File: src/rtl/wb_stage.sv
// wb_stage: two-entry (main + skid) writeback stage with load alignment and result select.
// Optional retire counter enabled by defining WB_RETIRE_CNT_EN.
module wb_stage #(
  parameter int XLEN    = 32,
  parameter int RADDR_W = 5,
  parameter int CNT_W   = 32
) (
  input  logic               clk,
  input  logic               rst,
  input  logic               in_valid,
  output logic               in_ready,
  input  logic               in_wen,
  input  logic [RADDR_W-1:0] in_rd,
  input  logic [1:0]         in_sel,
  input  logic [XLEN-1:0]    in_alu,
  input  logic [XLEN-1:0]    in_mem,
  input  logic [XLEN-1:0]    in_pc4,
  input  logic [XLEN-1:0]    in_imm,
  input  logic [1:0]         in_ld_size,
  input  logic               in_ld_uns,
  input  logic [2:0]         in_addr_lo,
  input  logic               flush,
  input  logic               out_ready,
  output logic               wb_valid,
  output logic               wb_we,
  output logic [RADDR_W-1:0] wb_rd,
  output logic [XLEN-1:0]    wb_data,
  output logic [CNT_W-1:0]   retire_cnt
);
  localparam bit X64 = (XLEN == 64);
  logic               main_v, main_we, skid_v, skid_we, rdy;
  logic [RADDR_W-1:0] main_rd, skid_rd;
  logic [XLEN-1:0]    main_data, skid_data;
  logic [2:0]         boff;
  logic [XLEN-1:0]    sh, ld, cap_data;
  logic               cap_we, in_xfer, out_xfer;
  // Byte offset of the selected lane; the shifted word then only needs extension.
  always_comb begin
    boff = in_ld_size == 2'd0 ? (X64 ? in_addr_lo : {1'b0, in_addr_lo[1:0]})
         : in_ld_size == 2'd1 ? (X64 ? {in_addr_lo[2:1], 1'b0} : {1'b0, in_addr_lo[1], 1'b0})
         : (in_ld_size == 2'd2 && X64) ? {in_addr_lo[2], 2'b00} : 3'd0;
    sh = in_mem >> {boff, 3'b000};
    ld = in_ld_size == 2'd0 ? (in_ld_uns ? XLEN'(sh[7:0]) : XLEN'($signed(sh[7:0])))
       : in_ld_size == 2'd1 ? (in_ld_uns ? XLEN'(sh[15:0]) : XLEN'($signed(sh[15:0])))
       : (in_ld_size == 2'd2 && X64) ? (in_ld_uns ? XLEN'(sh[31:0]) : XLEN'($signed(sh[31:0])))
       : in_mem;
    cap_data = in_sel == 2'd0 ? in_alu
             : in_sel == 2'd1 ? ld
             : in_sel == 2'd2 ? in_pc4 : in_imm;
    cap_we = in_wen && (in_rd != '0);
  end
  assign in_xfer  = in_valid && rdy;
  assign out_xfer = main_v && out_ready;
  always_ff @(posedge clk) begin
    if (rst) begin
      main_v    <= 1'b0;
      main_we   <= 1'b0;
      main_rd   <= '0;
      main_data <= '0;
      skid_v    <= 1'b0;
      skid_we   <= 1'b0;
      skid_rd   <= '0;
      skid_data <= '0;
      rdy       <= 1'b1;
    end else if (flush) begin
      main_v <= 1'b0;
      skid_v <= 1'b0;
      rdy    <= 1'b1;
    end else if (out_xfer && skid_v) begin
      main_v    <= 1'b1;
      main_we   <= skid_we;
      main_rd   <= skid_rd;
      main_data <= skid_data;
      skid_v    <= 1'b0;
      rdy       <= 1'b1;
    end else if (in_xfer && (!main_v || out_xfer)) begin
      main_v    <= 1'b1;
      main_we   <= cap_we;
      main_rd   <= in_rd;
      main_data <= cap_data;
    end else if (in_xfer) begin
      skid_v    <= 1'b1;
      skid_we   <= cap_we;
      skid_rd   <= in_rd;
      skid_data <= cap_data;
      rdy       <= 1'b0;
    end else if (out_xfer) begin
      main_v <= 1'b0;
    end
  end
  assign in_ready = rdy;
  assign wb_valid = main_v;
  assign wb_we    = main_v && main_we;
  assign wb_rd    = main_rd;
  assign wb_data  = main_data;
`ifdef WB_RETIRE_CNT_EN
  logic [CNT_W-1:0] cnt;
  always_ff @(posedge clk) begin
    if (rst) cnt <= '0;
    else if (out_xfer && !flush) cnt <= cnt + 1'b1;
  end
  assign retire_cnt = cnt;
`else
  assign retire_cnt = '0;
`endif
endmodule

File: config.mk
export PLATFORM = sky130hd
export DESIGN_NAME = wb_stage
export DESIGN_NICKNAME = d
export VERILOG_FILES = /design/src/rtl/wb_stage.sv
export SDC_FILE = /design/constraint.sdc
export NUM_CORES = 1
export LEC_CHECK = 0
export ABC_CLOCK_PERIOD_IN_PS = 2400
export BUFFER_PORTS_ARGS = -buffer_cell sky130_fd_sc_hd__buf_2
export CAP_MARGIN = 20
export CORE_ASPECT_RATIO = 0.7
export CORE_MARGIN = 2
export CORE_UTILIZATION = 41
export CTS_BUF_LIST = sky130_fd_sc_hd__clkbuf_4 sky130_fd_sc_hd__clkbuf_8
export CTS_CLUSTER_DIAMETER = 30
export DETAILED_ROUTE_END_ITERATION = 8
export HOLD_SLACK_MARGIN = 0.03
export PLACE_DENSITY_LB_ADDON = 0.15
export REMOVE_ABC_BUFFERS = 1
export SKIP_CTS_REPAIR_TIMING = 1
export SLEW_MARGIN = 20
export SYNTH_ARGS = -nofsm -noshare
export SYNTH_HDL_FRONTEND = slang
export SYNTH_SLANG_ARGS = --single-unit
File: constraint.sdc
create_clock -name clk -period 2.4 [get_ports clk]
set_input_delay 0.12 -clock clk [delete_from_list [all_inputs] [get_ports clk]]
set_output_delay 0.12 -clock clk [all_outputs]
set_load 0.005 [all_outputs]
-- Word level (Yosys, flattened, before mapping)
Index checks and enable logic that the tools add are counted.
- input bits: 147
- output and inout bits: 72
- bits in writable memories: 0
- bits in latches: 0
- register bits after elaboration: 79
- ROM bits: 0
- memories: 0
- logic and storage cells: 55
- muxes and demuxes: 19
- $mul: 0
- shift-type cells: 1
- bitwise logic cells: 3
- div/mod/pow operators: 0
- add/subtract/negate cells: 0
- reduce and logical (&&, ||, !) cells: 19
- magnitude comparators: 0
- equal/unequal tests: 4
- operators by type and width (cell ; number):
    $mux W32 ; 9
    $shr A32 B5 Y16 ; 1
    $mux W5 ; 2
    $logic_and A1 B1 Y1 ; 6
    $mux W1 ; 6
    $reduce_and A2 Y1 ; 3
    $reduce_bool A5 Y1 ; 1
    $eq A2 B1 Y1 const B ; 2
    $logic_not A2 Y1 ; 2
    $mux W2 ; 2
    $reduce_and A4 Y1 ; 1
    $ne A3 B1 Y1 const B ; 1
    $not A1 Y1 ; 3
    $reduce_bool A3 Y1 ; 1
    $reduce_or A3 Y1 ; 1
    $eq A2 B2 Y1 const B ; 1
    $reduce_bool A2 Y1 ; 1
    $reduce_or A2 Y1 ; 1
    $logic_not A1 Y1 ; 1
    $logic_or A1 B1 Y1 ; 1

-- Longest topological paths before layout
Gate-level depths: netlist of the first run.
- depth after elaboration: 11
- mapped depth: 8
- depth with buffers taken out: 5

-- Worst setup path before layout of the first run
OpenSTA, ideal clock, no wires.
- kind: register to register
- start point: register main_v (netlist: wb_valid)
- end point: register main_data[21] (netlist: wb_data[21])
- arrival: 1545 ps
- setup slack: 779 ps
- stages on the path, launching flop included: 9
- required time: 2324 ps
- setup time: 76 ps
- cell sequence: dfxtp_1 -> buf_2 -> nand2_1 -> a211o_1 -> buf_2 -> nor2_2 -> nand2_2 -> buf_2 -> o22ai_1
- longest elaborated chain between the ends: 5
- ends and longest elaborated chain (element ; RTL line ; RTL):
    from (decl) ; 31 ; logic main_v, main_we, skid_v, skid_we, rdy;
    from (signal assigned) ; 56 ; main_v <= 1'b0;
    from (signal assigned) ; 66 ; main_v <= 1'b0;
    from (signal assigned) ; 70 ; main_v <= 1'b1;
    $logic_not A1 Y1 or $logic_and A1 B1 Y1 (tied branches) ; 76, 53 ;
    $logic_or A1 B1 Y1 ; 76 ; end else if (in_xfer && (!main_v || out_xfer)) begin
    $logic_and A1 B1 Y1 ; 76 ;
    $reduce_bool A2 Y1 (no source line) ; - ;
    $reduce_and A2 Y1 (no source line) ; - ;
    to (signal assigned) ; 73 ; main_data <= skid_data;
    to (signal assigned) ; 80 ; main_data <= cap_data;
    to (decl) ; 33 ; logic [XLEN-1:0] main_data, skid_data;
Several ways; a longest one is shown, not always the timed one.
A chain may end at the register's enable or synchronous reset.

-- Worst setup path after layout of the first run
- start point: register main_v (netlist: wb_valid)
- end point: register main_data[7] (netlist: wb_data[7])
The elaborated chain is that of the path after synthesis.

==> summary.txt, run 1 <==
Status
  • Outcome: completed

GRT
  • Top Usage Layer GRT: met2
  • Vias in the first global route: 5083
  • M3 GR Usage: 6.90%
  • Initial antenna violation count: 1
  • Total GRT Usage: 26.1%
  • GRT met2 Usage: 43.4%
  • Gr ovfl total: 0
  • Met1 Use GR: 33.6%
  • Largest net degree at the start of global routing: 45
  • First-pass GRT wire length: 26.3 mm

Floorplanning
  • # IOs: 219
  • Die height: 96.3 µm
  • Overall die width: 136 µm
  • Area of the die: 13100 µm²
  • Core ar.: 11800 µm²
  • Row Count: 33
  • Initial Util: 42.4%

Route
  • Aggregate routed wire length: 17.4 mm
  • Detail Route Antenna Nets: 0
  • DR vias/cell: 5.72
  • Iter 0 DRT Violations: 466
  • Drt pass-1 iters: 6
  • WL per Instance: 18.1 µm
  • Via count: 5488
  • DRC: 0

Placement
  • DP HPWL: 12.7 mm
  • Port Buffers: 185
  • Final GP Congestion: 0.950

Timing
  • Tmin final: 2130 ps
  • # setup viols final: 0
  • RSZ-0062 raised after global routing: no
  • Worst-margin pin slew: 949 ps
  • Slew Limit Fails: 0
  • Final period utilization: 88.8%
  • Clock skew: 8.16 ps
  • Peak Freq: 469 MHz
  • TNS Setup: 0 ps
  • Max-slew headroom: 36.6%
  • Hold violation count in the final report: 0

Power and ir drop
  • Leakage power: 0.00268 µW
  • Peak VDD IR: 269 µV
  • Sw Share: 30.2%
  • Pint: 2180 µW
  • Sw Pwr: 945 µW
  • Clock network fraction of design power: 32.8%
  • Comb pwr share: 22.7%
  • Power, Total: 3120 µW
  • PD cells: 510 nW/µm²
  • Reg power frac: 44.5%

Critical path
  • Critical Path End Type: flop
  • Buffers and inverters on the worst path: 0
  • Cell family with most CP delay: compound AO/OA/AOI/OAI gates
  • Critical path type: flop to flop
  • CP max-delay cell: a211o_1
  • Slowest stage delay, CP: 530 ps
  • Crit path launch type: flop
  • Worst EP required: 2670 ps
  • Worst-path maximum fanout: 18
  • Worst-path cell chain: nand2_1 > a211o_1 > nor2_2 > nand2_2 > o221ai_1
  • Data arrival, critical path: 2400 ps

Yosys
  • Cell count after synthesis: 638
  • Synth warnings: 0
  • Synthesized area: 4990 µm²
  • Asr flop ratio synth: 0%
  • Syn_area_per_cell: 7.82 µm²
  • #FFs+latches synth: 79
  • Yosys cell types: 50
  • Sequential share of the synthesized area: 31.7%
  • Main flop type after synthesis: dfxtp_1
  • Post-synth EDFFs: 0

Clock tree
  • CTS buffer count: 9
  • Clk slew on worst S/H paths: 80 ps
  • CTS tree: yes
  • Clk sinks: 79
  • CTS root buf: clkbuf_8
  • Max clock buf depth: 2
  • H-tree depth: 3
  • Clk_lat worst skew: 360 ps

Finish
  • Layout cell share with drive strength beyond 1: 30.8%
  • Syn-to-layout area delta: 22.8%
  • Final Net Count: 942

Min path
  • HP Class: input port to flop

Run
  • # Max-Cap Violations: 0
==> per-layer routing <==
metal | up-vias | part of all wire (%)
met4 | 0 | 1.6
met2 | 322 | 45
met1 | 2535 | 42
met3 | 20 | 11
met5 | - | 0
li1 | 2611 | -
==> cells in the mapped netlist, types with 2 or more instances <==
| cell type | count | share of area (%) |
|---|---|---|
| or3_1 | 2 | 0.25 |
| dfxtp_1 | 79 | 32 |
| clkbuf_1 | 34 | 2.6 |
| buf_4 | 35 | 5.3 |
| and3_1 | 16 | 2.0 |
| o2bb2ai_1 | 12 | 2.1 |
| nand2b_1 | 19 | 2.4 |
| a32oi_1 | 7 | 1.2 |
| a311oi_1 | 8 | 1.4 |
| a221oi_2 | 12 | 3.6 |
| mux2i_1 | 34 | 6.8 |
| o21ai_1 | 20 | 2.0 |
| nand2_1 | 59 | 4.4 |
| buf_6 | 3 | 0.68 |
| o21bai_1 | 3 | 0.45 |
| nor3_1 | 6 | 0.60 |
| o221ai_1 | 3 | 0.53 |
| mux2_2 | 4 | 0.90 |
| a31oi_1 | 16 | 2.0 |
| a22oi_1 | 5 | 0.75 |
| nor4bb_1 | 2 | 0.40 |
| buf_2 | 18 | 1.8 |
| inv_1 | 5 | 0.38 |
| nor2b_1 | 5 | 0.63 |
| o21ai_0 | 42 | 4.2 |
| nand3_1 | 20 | 2.0 |
| o22ai_1 | 26 | 3.3 |
| a221oi_1 | 13 | 2.3 |
| nor2_1 | 49 | 3.7 |
| a21oi_1 | 60 | 6.0 |
| buf_1 | 2 | 0.15 |
==> power groups by stage <==
stage,combinational (µW),clock (µW),sequential [µW]
2_1_floorplan,333,0,1420
3_3_place_gp,683,0,1420
3_5_place_dp,698,0,1420
4_1_cts,700,1040,1390
5_1_grt,779,1090,1400
6_report,710,1020,1390
==> flip-flops by register name (all words and copies together), names as in the netlist <==
signal     cells
in_ready       1
wb_valid       1
wb_rd          5
skid_data     32
skid_v         1
skid_we        1
wb_data       32
main_we        1
skid_rd        5
==> area by class of cell <==
| cell class | count | area, µm² |
|---|---|---|
| Tap cell | 157 | 196 |
| Inverter | 6 | 22.5 |
| Antenna cell | 2 | 5.00 |
| Fill cell | 1176 | 5640 |
| Clock inverter | 5 | 57.6 |
| Timing Repair Buffer | 207 | 1120 |
| Multi-Input combinational cell | 492 | 2990 |
| Clock buffer | 11 | 145 |
| Sequential cell | 79 | 1580 |
==> layout by cell type, fill, tap and decap left out, drive strengths merged, types with 4 or more instances in the layout <==
master	netlist	final
mux2	4	4
and3	16	16
a311oi	8	8
nor2	50	50
inv	6	6
a32oi	7	7
nor2b	5	5
a221oi	25	25
o2bb2ai	12	12
conb	1	32
o21ai	62	62
mux2i	34	34
clkbuf	34	11
a21oi	61	61
nand2b	19	19
o221ai	4	4
nand2	60	60
o22ai	26	26
nand3	20	20
a31oi	16	16
a22oi	5	5
dfxtp	79	79
buf	58	204
nor3	6	6
==> logic make-up (layout without fill, tap and decap cells) <==
kind of cell / count (synthesis) / in the layout / share of synthesized area, %
AND/OR/NAND/NOR: 186 / 186 / 17.6
other: 1 / 34 / 0.0752
flip-flops: 79 / 79 / 31.7
AO/OA/AOI/OAI: 236 / 236 / 32.0
buffers and inverters: 98 / 229 / 10.9
multiplexers: 38 / 38 / 7.73
==> path summary, 6_finish.rpt <==
kind                                   start                         end  slack [ps]  depth (start not counted)
setup / recovery       wb_valid$_SDFFE_PP0P_     wb_data[7]$_SDFFE_PP0P_         270                          5
hold / removal                      in_rd[2]     skid_rd[2]$_SDFFE_PP0P_          20                          3
hold reg to reg   skid_data[31]$_SDFFE_PP0P_  skid_data[31]$_SDFFE_PP0P_         460                          2
setup reg to reg       wb_valid$_SDFFE_PP0P_     wb_data[7]$_SDFFE_PP0P_         270                          5
==> metrics by stage <==
stage	instances	area (µm²)	utilization (%)	setup slack [ps]	hold WS (ps)
after floorplan	577	4580	-	-264	186
after global placement	938	5890	50.0	349	383
after detailed placement	938	5890	50.0	256	388
after CTS	954	6090	51.7	276	-6.58
after global routing	957	6120	52.0	176	32.9
final	959	6120	52.0	270	16.7
==> worst reg2reg max path, stage by stage, from the launching register on <==
cell and delay, ps:
dfxtp_1 500, nand2_1 200, a211o_1 530, nor2_2 220, nand2_2 300, o221ai_1 300
No activity file was read; power rests on OpenSTA's default activity.
==> run 2: changes to the inputs <==
CORE_UTILIZATION = 45   (was 41)
==> summary.txt, run 2 (same netlist as run 1, synthesis figures left out) <==
Status
  • Outcome: completed

GRT
  • Total GRT Usage: 28.8%
  • Initial antenna violation count: 0
  • Largest net degree at the start of global routing: 45
  • First-pass GRT wire length: 26.9 mm
  • Gr ovfl total: 0
  • Vias in the first global route: 5157

Clock tree
  • Clk slew on worst S/H paths: 90 ps
  • Clk sinks: 79
  • CTS buffer count: 9
  • CTS root buf: clkbuf_8
  • CTS tree: yes
  • H-tree depth: 3
  • Clk_lat worst skew: 370 ps
  • Max clock buf depth: 2

Timing
  • RSZ-0062 raised after global routing: no
  • Tmin final: 1950 ps
  • Max-slew headroom: 40.3%
  • Worst-margin pin slew: 893 ps
  • Slew Limit Fails: 0
  • Final period utilization: 81.4%
  • Hold violation count in the final report: 0
  • Clock skew: 7.38 ps
  • Final worst slack: 447 ps
  • # setup viols final: 0
  • Peak Freq: 512 MHz

Floorplanning
  • Area of the die: 12000 µm²
  • Core ar.: 10900 µm²
  • Initial Util: 45.8%
  • # IOs: 219
  • Row Count: 32
  • Overall die width: 130 µm
  • Die height: 92.1 µm

Placement
  • Port Buffers: 185
  • Setup Slack @ Placement: 356 ps
  • DP HPWL: 12.4 mm
  • Final GP Congestion: 0.897

Critical path
  • Worst-path maximum fanout: 33
  • Worst EP required: 2630 ps
  • Crit path launch type: flop
  • Critical path type: flop to flop
  • Data arrival, critical path: 2190 ps
  • Critical Path End Type: flop

Finish
  • Fillers: 1048
  • Layout cell share with drive strength beyond 1: 30.6%
  • Most common cell after layout, fill and taps aside: buf_2
  • Commonest cells after routing, fill and taps aside: buf_2 (185), dfxtp_1 (79), a21oi_1 (60)
  • Final Net Count: 943
  • Syn-to-layout area delta: 23.4%

Route
  • DR vias/cell: 5.78
  • DRC: 0
  • Via count: 5519
  • Aggregate routed wire length: 17.2 mm
  • Iter 0 DRT Violations: 415
  • Drt pass-1 iters: 5
  • Detail Route Antenna Nets: 0
  • WL per Instance: 18.1 µm

Power and ir drop
  • Power, Total: 3250 µW
  • Leakage power: 0.00270 µW
  • Peak VDD IR: 336 µV
  • PD cells: 528 nW/µm²

Min path
  • HP Class: input port to flop

Run
  • # Max-Cap Violations: 0
[run 2: per-layer routing]
metal	vias up	wire length, µm	GRT usage (%)
li1	2605	-	-
met1	2579	7510	39.8
met2	316	7680	44.7
met3	19	1840	8.58
met4	0	213	5.56
met5	-	0	0
[run 2: metrics by stage]
step           hold WS [ps]  utilization, %  std cells  TNS [ps]  area [µm²]
4_1_cts               -17.0            56.0        949         0        6100
3_3_place_gp            383            53.9        933         0        5870
5_1_grt                56.7            56.5        954         0        6150
6_report               63.5            56.5        955         0        6150
3_5_place_dp            390            53.9        933         0        5870
2_1_floorplan           186               -        577     -5770        4580
[run 2: power breakdown]
group,internal [µW],switching [µW],leakage [µW]
combinational,302,409,0.00194
sequential,1360,28.1,0.000643
clock,598,551,0.000111
total,2260,989,0.00270
[run 2: path summary, 6_finish.rpt]
path / start / slack, ps / cells past startpoint / endpoint
max: wb_valid$_SDFFE_PP0P_ / 450 / 6 / wb_data[7]$_SDFFE_PP0P_
min: flush / 60 / 2 / skid_v$_SDFFE_PP0P_
max reg2reg: wb_valid$_SDFFE_PP0P_ / 450 / 6 / wb_data[7]$_SDFFE_PP0P_
min reg2reg: skid_rd[1]$_SDFFE_PP0P_ / 460 / 2 / skid_rd[1]$_SDFFE_PP0P_
[run 2: area by class of cell]
class / instances / area, µm² / share of cell area (%)
multi-input cells: 492 / 2990 / 48.6
flip-flops and latches: 79 / 1580 / 25.7
repair buffers: 208 / 1140 / 18.5
well taps: 153 / 191 / 3.11
clock buffers: 9 / 124 / 2.01
clock inverters: 7 / 103 / 1.67
inverters: 6 / 22.5 / 0.366
diodes: 1 / 2.50 / 0.0407
[run 2: critical path, stage by stage (launching register included)]
cell	delay, ps
dfxtp_1	520
nand2_1	200
nor2_2	110
buf_4	350
nor2_2	80
nand2_2	380
o221ai_1	180
